[src/rtl/mem_access_unit_pkg.sv]
// Shared definitions for the load/store stage: FSM encoding, default widths
// and the saturation limit used by the access counters.
package mem_pkg;

    localparam int unsigned DATA_WIDTH_DEF  = 8;
    localparam int unsigned ADDR_WIDTH_DEF  = 5;
    localparam int unsigned REG_WIDTH_DEF   = 3;
    localparam int unsigned MEM_DEPTH_DEF   = 32;
    localparam int unsigned COUNT_WIDTH     = 8;
    localparam logic [COUNT_WIDTH-1:0] COUNT_MAX = 8'hFF;

    typedef enum logic [1:0] {
        ST_IDLE   = 2'd0,
        ST_ACCESS = 2'd1,
        ST_WB     = 2'd2
    } state_t;

endpackage

[src/rtl/mem_access_unit_if.sv]
// Bus bundle between the execute stage, the load/store unit and the data memory.
// Groups: request handshake (req_*), memory strobes/address/data, writeback
// (wb_*), completion pulse and access counters.
// slave  : the load/store unit side.
// master : the surrounding system (execute stage + memory) side.
// With MEM_ACCESS_RANGE_CHECK_EN defined an addr_err flag is added.
interface mem_access_unit_if
    import mem_pkg::*;
#(
    parameter int unsigned DATA_WIDTH = DATA_WIDTH_DEF,
    parameter int unsigned ADDR_WIDTH = ADDR_WIDTH_DEF,
    parameter int unsigned REG_WIDTH  = REG_WIDTH_DEF
);
    logic                   req_valid;
    logic                   req_ready;
    logic                   req_write;
    logic [ADDR_WIDTH-1:0]  req_addr;
    logic [DATA_WIDTH-1:0]  req_wdata;
    logic [REG_WIDTH-1:0]   req_rd;

    logic                   signal_memread;
    logic                   signal_memwrite;
    logic [ADDR_WIDTH-1:0]  address;
    logic [DATA_WIDTH-1:0]  data_to_write;
    logic [DATA_WIDTH-1:0]  mem_rdata;

    logic                   wb_valid;
    logic [REG_WIDTH-1:0]   wb_rd;
    logic [DATA_WIDTH-1:0]  wb_data;
    logic                   done;
    logic [COUNT_WIDTH-1:0] load_count;
    logic [COUNT_WIDTH-1:0] store_count;
`ifdef MEM_ACCESS_RANGE_CHECK_EN
    logic                   addr_err;
`endif

    modport slave (
        input  req_valid, req_write, req_addr, req_wdata, req_rd, mem_rdata,
        output req_ready, signal_memread, signal_memwrite, address, data_to_write,
        output wb_valid, wb_rd, wb_data, done, load_count, store_count
`ifdef MEM_ACCESS_RANGE_CHECK_EN
        , output addr_err
`endif
    );

    modport master (
        output req_valid, req_write, req_addr, req_wdata, req_rd, mem_rdata,
        input  req_ready, signal_memread, signal_memwrite, address, data_to_write,
        input  wb_valid, wb_rd, wb_data, done, load_count, store_count
`ifdef MEM_ACCESS_RANGE_CHECK_EN
        , input addr_err
`endif
    );

endinterface

[src/rtl/mem_access_unit_sat_counter8.sv]
// 8-bit event counter that sticks at COUNT_MAX instead of wrapping.
// Ports: clock, clear_n (sync active-low), i_inc (count enable), o_count.
module sat_counter8
    import mem_pkg::*;
(
    input  logic                   clock,
    input  logic                   clear_n,
    input  logic                   i_inc,
    output logic [COUNT_WIDTH-1:0] o_count
);

    logic [COUNT_WIDTH-1:0] r_count;

    always_ff @(posedge clock) begin
        if (!clear_n) begin
            r_count <= '0;
        end else if (i_inc && (r_count != COUNT_MAX)) begin
            r_count <= r_count + COUNT_WIDTH'(1);
        end
    end

    assign o_count = r_count;

endmodule

[src/rtl/mem_access_unit.sv]
// Load/store stage in front of the data memory. Takes one request at a time,
// drives the memory for exactly one ACCESS cycle, returns load data through a
// one-cycle WB pulse and flags every completed access with done.
// Ports: clock, clear_n (sync active-low), bus (mem_access_unit_if.slave).
// Optional: MEM_ACCESS_RANGE_CHECK_EN adds the MEM_DEPTH parameter and addr_err;
// out-of-range requests then suppress the strobes and complete with addr_err.
module mem_access_unit
    import mem_pkg::*;
#(
    parameter int unsigned DATA_WIDTH = DATA_WIDTH_DEF,
    parameter int unsigned ADDR_WIDTH = ADDR_WIDTH_DEF,
`ifdef MEM_ACCESS_RANGE_CHECK_EN
    parameter int unsigned MEM_DEPTH  = MEM_DEPTH_DEF,
`endif
    parameter int unsigned REG_WIDTH  = REG_WIDTH_DEF
)(
    input  logic clock,
    input  logic clear_n,
    mem_access_unit_if.slave bus
);

    state_t                r_state;
    state_t                w_next_state;

    logic                  r_write;
    logic [ADDR_WIDTH-1:0] r_addr;
    logic [DATA_WIDTH-1:0] r_wdata;
    logic [REG_WIDTH-1:0]  r_rd;
    logic                  r_wb_valid;
    logic [DATA_WIDTH-1:0] r_wb_data;
    logic                  r_done;

    logic                  w_accept;
    logic                  w_in_access;
    logic                  w_oob;
    logic                  w_strobe_en;
    logic                  w_load_inc;
    logic                  w_store_inc;

`ifdef MEM_ACCESS_RANGE_CHECK_EN
    logic                  r_addr_err;

    // Extra bit so MEM_DEPTH equal to 2**ADDR_WIDTH is representable.
    assign w_oob = ({1'b0, r_addr} >= (ADDR_WIDTH+1)'(MEM_DEPTH));
`else
    assign w_oob = 1'b0;
`endif

    assign w_accept    = (r_state == ST_IDLE) && bus.req_valid;
    assign w_in_access = (r_state == ST_ACCESS);
    // Gated with clear_n so a reset cycle can never write memory.
    assign w_strobe_en = w_in_access && clear_n && !w_oob;

    // State register.
    always_ff @(posedge clock) begin
        if (!clear_n) begin
            r_state <= ST_IDLE;
        end else begin
            r_state <= w_next_state;
        end
    end

    // Next-state decode.
    always_comb begin
        w_next_state = r_state;
        case (r_state)
            ST_IDLE:   if (bus.req_valid) w_next_state = ST_ACCESS;
            ST_ACCESS: w_next_state = (!r_write && !w_oob) ? ST_WB : ST_IDLE;
            ST_WB:     w_next_state = ST_IDLE;
            default:   w_next_state = ST_IDLE;
        endcase
    end

    // Request latch, load capture and completion pulses.
    always_ff @(posedge clock) begin
        if (!clear_n) begin
            r_write    <= 1'b0;
            r_addr     <= '0;
            r_wdata    <= '0;
            r_rd       <= '0;
            r_wb_valid <= 1'b0;
            r_wb_data  <= '0;
            r_done     <= 1'b0;
`ifdef MEM_ACCESS_RANGE_CHECK_EN
            r_addr_err <= 1'b0;
`endif
        end else begin
            if (w_accept) begin
                r_write <= bus.req_write;
                r_addr  <= bus.req_addr;
                r_wdata <= bus.req_wdata;
                r_rd    <= bus.req_rd;
            end
            // Every ACCESS ends in completion: store/error now, load in WB.
            r_done     <= w_in_access;
            r_wb_valid <= w_in_access && !r_write && !w_oob;
            if (w_in_access && !r_write && !w_oob) begin
                r_wb_data <= bus.mem_rdata;
            end
`ifdef MEM_ACCESS_RANGE_CHECK_EN
            r_addr_err <= w_in_access && w_oob;
`endif
        end
    end

    assign w_store_inc = w_in_access && r_write && !w_oob;
    assign w_load_inc  = (r_state == ST_WB);

    sat_counter8 u_load_cnt (
        .clock   (clock),
        .clear_n (clear_n),
        .i_inc   (w_load_inc),
        .o_count (bus.load_count)
    );

    sat_counter8 u_store_cnt (
        .clock   (clock),
        .clear_n (clear_n),
        .i_inc   (w_store_inc),
        .o_count (bus.store_count)
    );

    assign bus.req_ready       = (r_state == ST_IDLE);
    assign bus.signal_memread  = w_strobe_en && !r_write;
    assign bus.signal_memwrite = w_strobe_en && r_write;
    assign bus.address         = r_addr;
    assign bus.data_to_write   = r_wdata;
    assign bus.wb_valid        = r_wb_valid;
    assign bus.wb_rd           = r_rd;
    assign bus.wb_data         = r_wb_data;
    assign bus.done            = r_done;
`ifdef MEM_ACCESS_RANGE_CHECK_EN
    assign bus.addr_err        = r_addr_err;
`endif

endmodule

[src/flat_wrapper.sv]
// flat-port wrapper written by rule: the top's interface ports become plain ports
module mem_access_unit_flat import mem_pkg::*;
#(
    parameter int unsigned DATA_WIDTH = DATA_WIDTH_DEF,
    parameter int unsigned ADDR_WIDTH = ADDR_WIDTH_DEF,

    parameter int unsigned REG_WIDTH  = REG_WIDTH_DEF
)
  (clock, clear_n, bus_req_valid, bus_req_write, bus_req_addr, bus_req_wdata, bus_req_rd, bus_mem_rdata, bus_req_ready, bus_signal_memread, bus_signal_memwrite, bus_address, bus_data_to_write, bus_wb_valid, bus_wb_rd, bus_wb_data, bus_done, bus_load_count, bus_store_count);
  mem_access_unit_if #(.DATA_WIDTH(DATA_WIDTH), .ADDR_WIDTH(ADDR_WIDTH), .REG_WIDTH(REG_WIDTH)) bus_i ();
  input  logic clock;
  input  logic clear_n;
  input wire logic [$bits(bus_i.req_valid)-1:0] bus_req_valid;
  input wire logic [$bits(bus_i.req_write)-1:0] bus_req_write;
  input wire logic [$bits(bus_i.req_addr)-1:0] bus_req_addr;
  input wire logic [$bits(bus_i.req_wdata)-1:0] bus_req_wdata;
  input wire logic [$bits(bus_i.req_rd)-1:0] bus_req_rd;
  input wire logic [$bits(bus_i.mem_rdata)-1:0] bus_mem_rdata;
  output wire logic [$bits(bus_i.req_ready)-1:0] bus_req_ready;
  output wire logic [$bits(bus_i.signal_memread)-1:0] bus_signal_memread;
  output wire logic [$bits(bus_i.signal_memwrite)-1:0] bus_signal_memwrite;
  output wire logic [$bits(bus_i.address)-1:0] bus_address;
  output wire logic [$bits(bus_i.data_to_write)-1:0] bus_data_to_write;
  output wire logic [$bits(bus_i.wb_valid)-1:0] bus_wb_valid;
  output wire logic [$bits(bus_i.wb_rd)-1:0] bus_wb_rd;
  output wire logic [$bits(bus_i.wb_data)-1:0] bus_wb_data;
  output wire logic [$bits(bus_i.done)-1:0] bus_done;
  output wire logic [$bits(bus_i.load_count)-1:0] bus_load_count;
  output wire logic [$bits(bus_i.store_count)-1:0] bus_store_count;
  assign bus_i.req_valid = bus_req_valid;
  assign bus_i.req_write = bus_req_write;
  assign bus_i.req_addr = bus_req_addr;
  assign bus_i.req_wdata = bus_req_wdata;
  assign bus_i.req_rd = bus_req_rd;
  assign bus_i.mem_rdata = bus_mem_rdata;
  assign bus_req_ready = bus_i.req_ready;
  assign bus_signal_memread = bus_i.signal_memread;
  assign bus_signal_memwrite = bus_i.signal_memwrite;
  assign bus_address = bus_i.address;
  assign bus_data_to_write = bus_i.data_to_write;
  assign bus_wb_valid = bus_i.wb_valid;
  assign bus_wb_rd = bus_i.wb_rd;
  assign bus_wb_data = bus_i.wb_data;
  assign bus_done = bus_i.done;
  assign bus_load_count = bus_i.load_count;
  assign bus_store_count = bus_i.store_count;
  mem_access_unit #(.DATA_WIDTH(DATA_WIDTH), .ADDR_WIDTH(ADDR_WIDTH), .REG_WIDTH(REG_WIDTH)) u_core (.clock(clock), .clear_n(clear_n), .bus(bus_i));
endmodule
[config.mk]
export PLATFORM = sky130hd
export DESIGN_NAME = mem_access_unit_flat
export DESIGN_NICKNAME = d
export VERILOG_FILES = /design/src/rtl/mem_access_unit_pkg.sv /design/src/rtl/mem_access_unit_if.sv /design/src/rtl/mem_access_unit_sat_counter8.sv /design/src/rtl/mem_access_unit.sv /design/src/flat_wrapper.sv
export SDC_FILE = /design/constraint.sdc
export NUM_CORES = 1
export LEC_CHECK = 0
export ABC_CLOCK_PERIOD_IN_PS = 1700
export CELL_PAD_IN_SITES_DETAIL_PLACEMENT = 1
export CELL_PAD_IN_SITES_GLOBAL_PLACEMENT = 2
export CORE_MARGIN = 5
export CORE_UTILIZATION = 34
export DETAILED_ROUTE_END_ITERATION = 16
export DONT_BUFFER_PORTS = 1
export GPL_ROUTABILITY_DRIVEN = 0
export PLACE_DENSITY = 0.81
export SYNTH_ARGS = -nofsm -noshare
export SYNTH_HDL_FRONTEND = slang
export SYNTH_SLANG_ARGS = --single-unit
export TNS_END_PERCENT = 50
[constraint.sdc]
create_clock -name clock -period 1.7 [get_ports clock]
set_input_delay 0.34 -clock clock [delete_from_list [all_inputs] [get_ports clock]]
set_output_delay 0.34 -clock clock [all_outputs]
set_load 0.02 [all_outputs]
==> metrics <==
net switching power=around 0.52 mW; row count=26; Via Count=around 1500; Mapped Area=1790 µm²; Post-Synthesis Net Count=approximately 240; Power Dens Cells=about 1000 nW/µm²; drt via density=between 5 and 6; maxcap violations=0; post-synthesis register bit count=between 40 and 50; cts hold-fix bufs=0; largest fanout on the critical path=8; Tot GR Track Use=between 10% and 20%; GRT Residual Overflow=0; status=finished, final reports clean; top post-synthesis cells by area=dfxtp_1 50%, nand2_1 9.2%, a21oi_1 6.1%, mux2i_1 5.6%, nor2_1 4.4%; Max Freq=approximately 630 MHz; Clock Tree Root=clkbuf_8; DR DRC count=0; P&R area growth vs syn=20.7%; most frequent cells in the layout=44 x nand2_1, 44 x dfxtp_1, 23 x buf_4, 22 x a21oi_1, 21 x nor2_1; Final Cycle Share=between 90 and 100%; CP endpoint kind=flop; wire per inst=~16 µm; Unique masters post-synth=36; Iter 0 DRT Violations=55; port bufs=0; HPWL Detailed=~3.5 mm; num ports=73; CTS tree=done; core footprint=slightly above 5000 µm²; clock network power share=between 30% and 40%; Die H=just over 80 µm; Internal=1.63 mW; area share of the largest cell type after synthesis=50.3%; pin count of the biggest net entering global routing=40; vias in the first global route=~1600; Core Util, Final=between 40 and 50%; share of cells above drive strength 1=17.0%; diodes inserted=0; unrepaired setup endpoints after global routing=no; post-synth top area cell=dfxtp_1; clock buffer depth=2; Final Critical Period=1.58 ns; number of nets still failing antenna checks after routing=0; Seq pwr share=around 54%; Sum Neg Setup Slack=0 ns; Slew Limit Fails=0; post-layout net count=259; slew margin rel.=69.5%; total die area=roughly 7000 µm²; post-CTS sizing=1; Hold Vio Cnt, Final=0; first-pass GRT wire length=7.40 mm; Least-Margin Pin Slew=between 0.4 and 0.5 ns; Clock Sinks=45; Die X=82.6 µm; initial antenna violation count=0; Comb power frac=under 10%; Skew-Pair Late Insertion Delay=roughly 0.3 ns; Starting Density=approximately a third; final setup fails=0; Worst EP arrival=about 1.8 ns; Setup Skew=roughly 0.013 ns; Required @ worst endpoint=just under 2 ns; drt first pass iters=4; Sw Ratio=about a quarter; critical path type=flop to flop; H-tree levels=2; Avg Cell Area, Syn=roughly 8.7 µm²; post-CTS setup buffers=0; Mapped Cells=approximately 210; Peak supply drop=~0.42 mV; FILL cells=slightly above 600; post-synthesis sequential area ratio=50.3%; startpoint types=flop; Leak=about 0.83 nW; Min-Delay Path Class=input pin to flop; cts bufs inserted=5; synth warn=0; Worst-path clk slew=about 0.090 ns; Routed WL=approximately 4.7 mm
[metal layers]
layer	wire length (µm)	GRT usage (%)	vias up
li1	-	-	748
met1	2090	17.7	714
met2	2180	22.3	51
met3	434	5.75	2
met4	20	4.90	0
met5	0	0	-
[metrics by stage]
step | setup WS [ns] | power (mW) | hold slack, ns | cell area [µm²] | std cells
2_1_floorplan | 0.129 | 1.29 | 0.456 | 1790 | 206
3_3_place_gp | 0.163 | 1.33 | 0.478 | 2030 | 292
3_5_place_dp | 0.122 | 1.34 | 0.485 | 2030 | 292
4_1_cts | 0.00916 | 2.19 | 0.164 | 2150 | 300
5_1_grt | 0.0193 | 2.26 | 0.151 | 2160 | 300
6_report | 0.120 | 2.16 | 0.163 | 2160 | 300
[logic make-up (layout without fill, tap and decap cells)]
| logic type | after synthesis | count (layout) | share of synthesized area, % |
|---|---|---|---|
| and+or+nand+nor | 95 | 95 | 25.6 |
| DFF | 45 | 45 | 50.3 |
| AOI/OAI and AO/OA | 38 | 38 | 11.9 |
| buffers and inverters | 12 | 36 | 3.28 |
| muxes | 10 | 10 | 5.59 |
| xor gates and xnor gates | 4 | 4 | 1.96 |
| adders and majority gates | 2 | 2 | 1.40 |
[worst max-delay path, cell delays in order, from the launching register on]
cell     delay (ns)
dfxtp_1        0.39
and3b_2        0.33
nand4_4        0.14
or4_1          0.49
a21oi_1        0.15
[power groups by stage]
stage / Combinational, mW / Sequential, mW / Clock (mW)
2_1_floorplan: 0.102 / 1.19 / 0
3_3_place_gp: 0.144 / 1.19 / 0
3_5_place_dp: 0.148 / 1.19 / 0
4_1_cts: 0.149 / 1.17 / 0.870
5_1_grt: 0.166 / 1.17 / 0.923
6_report: 0.147 / 1.17 / 0.845
[cells in the mapped netlist]
| cell type | number |
|---|---|
| mux2i_1 | 10 |
| inv_1 | 4 |
| nor2_1 | 21 |
| clkbuf_8 | 1 |
| xnor2_1 | 1 |
| nand4_1 | 2 |
| nor2b_1 | 1 |
| and2b_1 | 2 |
| clkbuf_1 | 4 |
| nand4b_1 | 1 |
| ha_1 | 2 |
| nand3_1 | 5 |
| o21ai_0 | 8 |
| nand3b_1 | 1 |
| buf_2 | 3 |
| nand2_1 | 44 |
| or4_1 | 1 |
| nor3_1 | 5 |
| and3b_2 | 1 |
| and3_1 | 2 |
| and2_1 | 1 |
| nor4bb_1 | 1 |
| o31ai_1 | 1 |
| a2111oi_1 | 1 |
| or3_2 | 1 |
| and2b_2 | 1 |
| a211oi_1 | 1 |
| nand4_4 | 1 |
| a21oi_1 | 22 |
| o211ai_1 | 1 |
| a31oi_1 | 3 |
| dfxtp_1 | 45 |
| and4_1 | 1 |
| o311a_2 | 1 |
| nor3b_1 | 3 |
| xor2_1 | 3 |
[area by class of cell]
type / count / area [µm²] / area share, %
timing repair buffer: 24 / 193 / 8.91
inverter: 4 / 15.0 / 0.694
clock buffer: 7 / 86.3 / 3.99
clock inverter: 1 / 30.0 / 1.39
sequential: 45 / 902 / 41.7
tap: 70 / 87.6 / 4.05
multi-input combinational: 149 / 848 / 39.2
[flip-flops by register name, summed over array words and instances (netlist names)]
signal	flops
u_core.r_write	1
u_core.bus.wb_rd	3
u_core.u_store_cnt.o_count	8
u_core.bus.address	5
u_core.bus.wb_valid	1
u_core.bus.done	1
u_core.bus.data_to_write	8
u_core.r_state	2
u_core.bus.wb_data	8
u_core.u_load_cnt.o_count	8
[path summary, 6_finish.rpt]
kind | slack [ns] | from | cells after the start | end
worst max-delay path | 0.12 | u_core.r_state[1] | 4 | u_core.u_store_cnt.o_count[5]
worst min-delay path | 0.16 | bus_req_wdata[1] | 2 | u_core.bus.data_to_write[1]
worst max register to register | 0.12 | u_core.r_state[1] | 4 | u_core.u_store_cnt.o_count[5]
worst min register to register | 0.53 | u_core.u_store_cnt.o_count[5] | 2 | u_core.u_store_cnt.o_count[5]
Note: power is estimated with default switching activity, not from simulation.
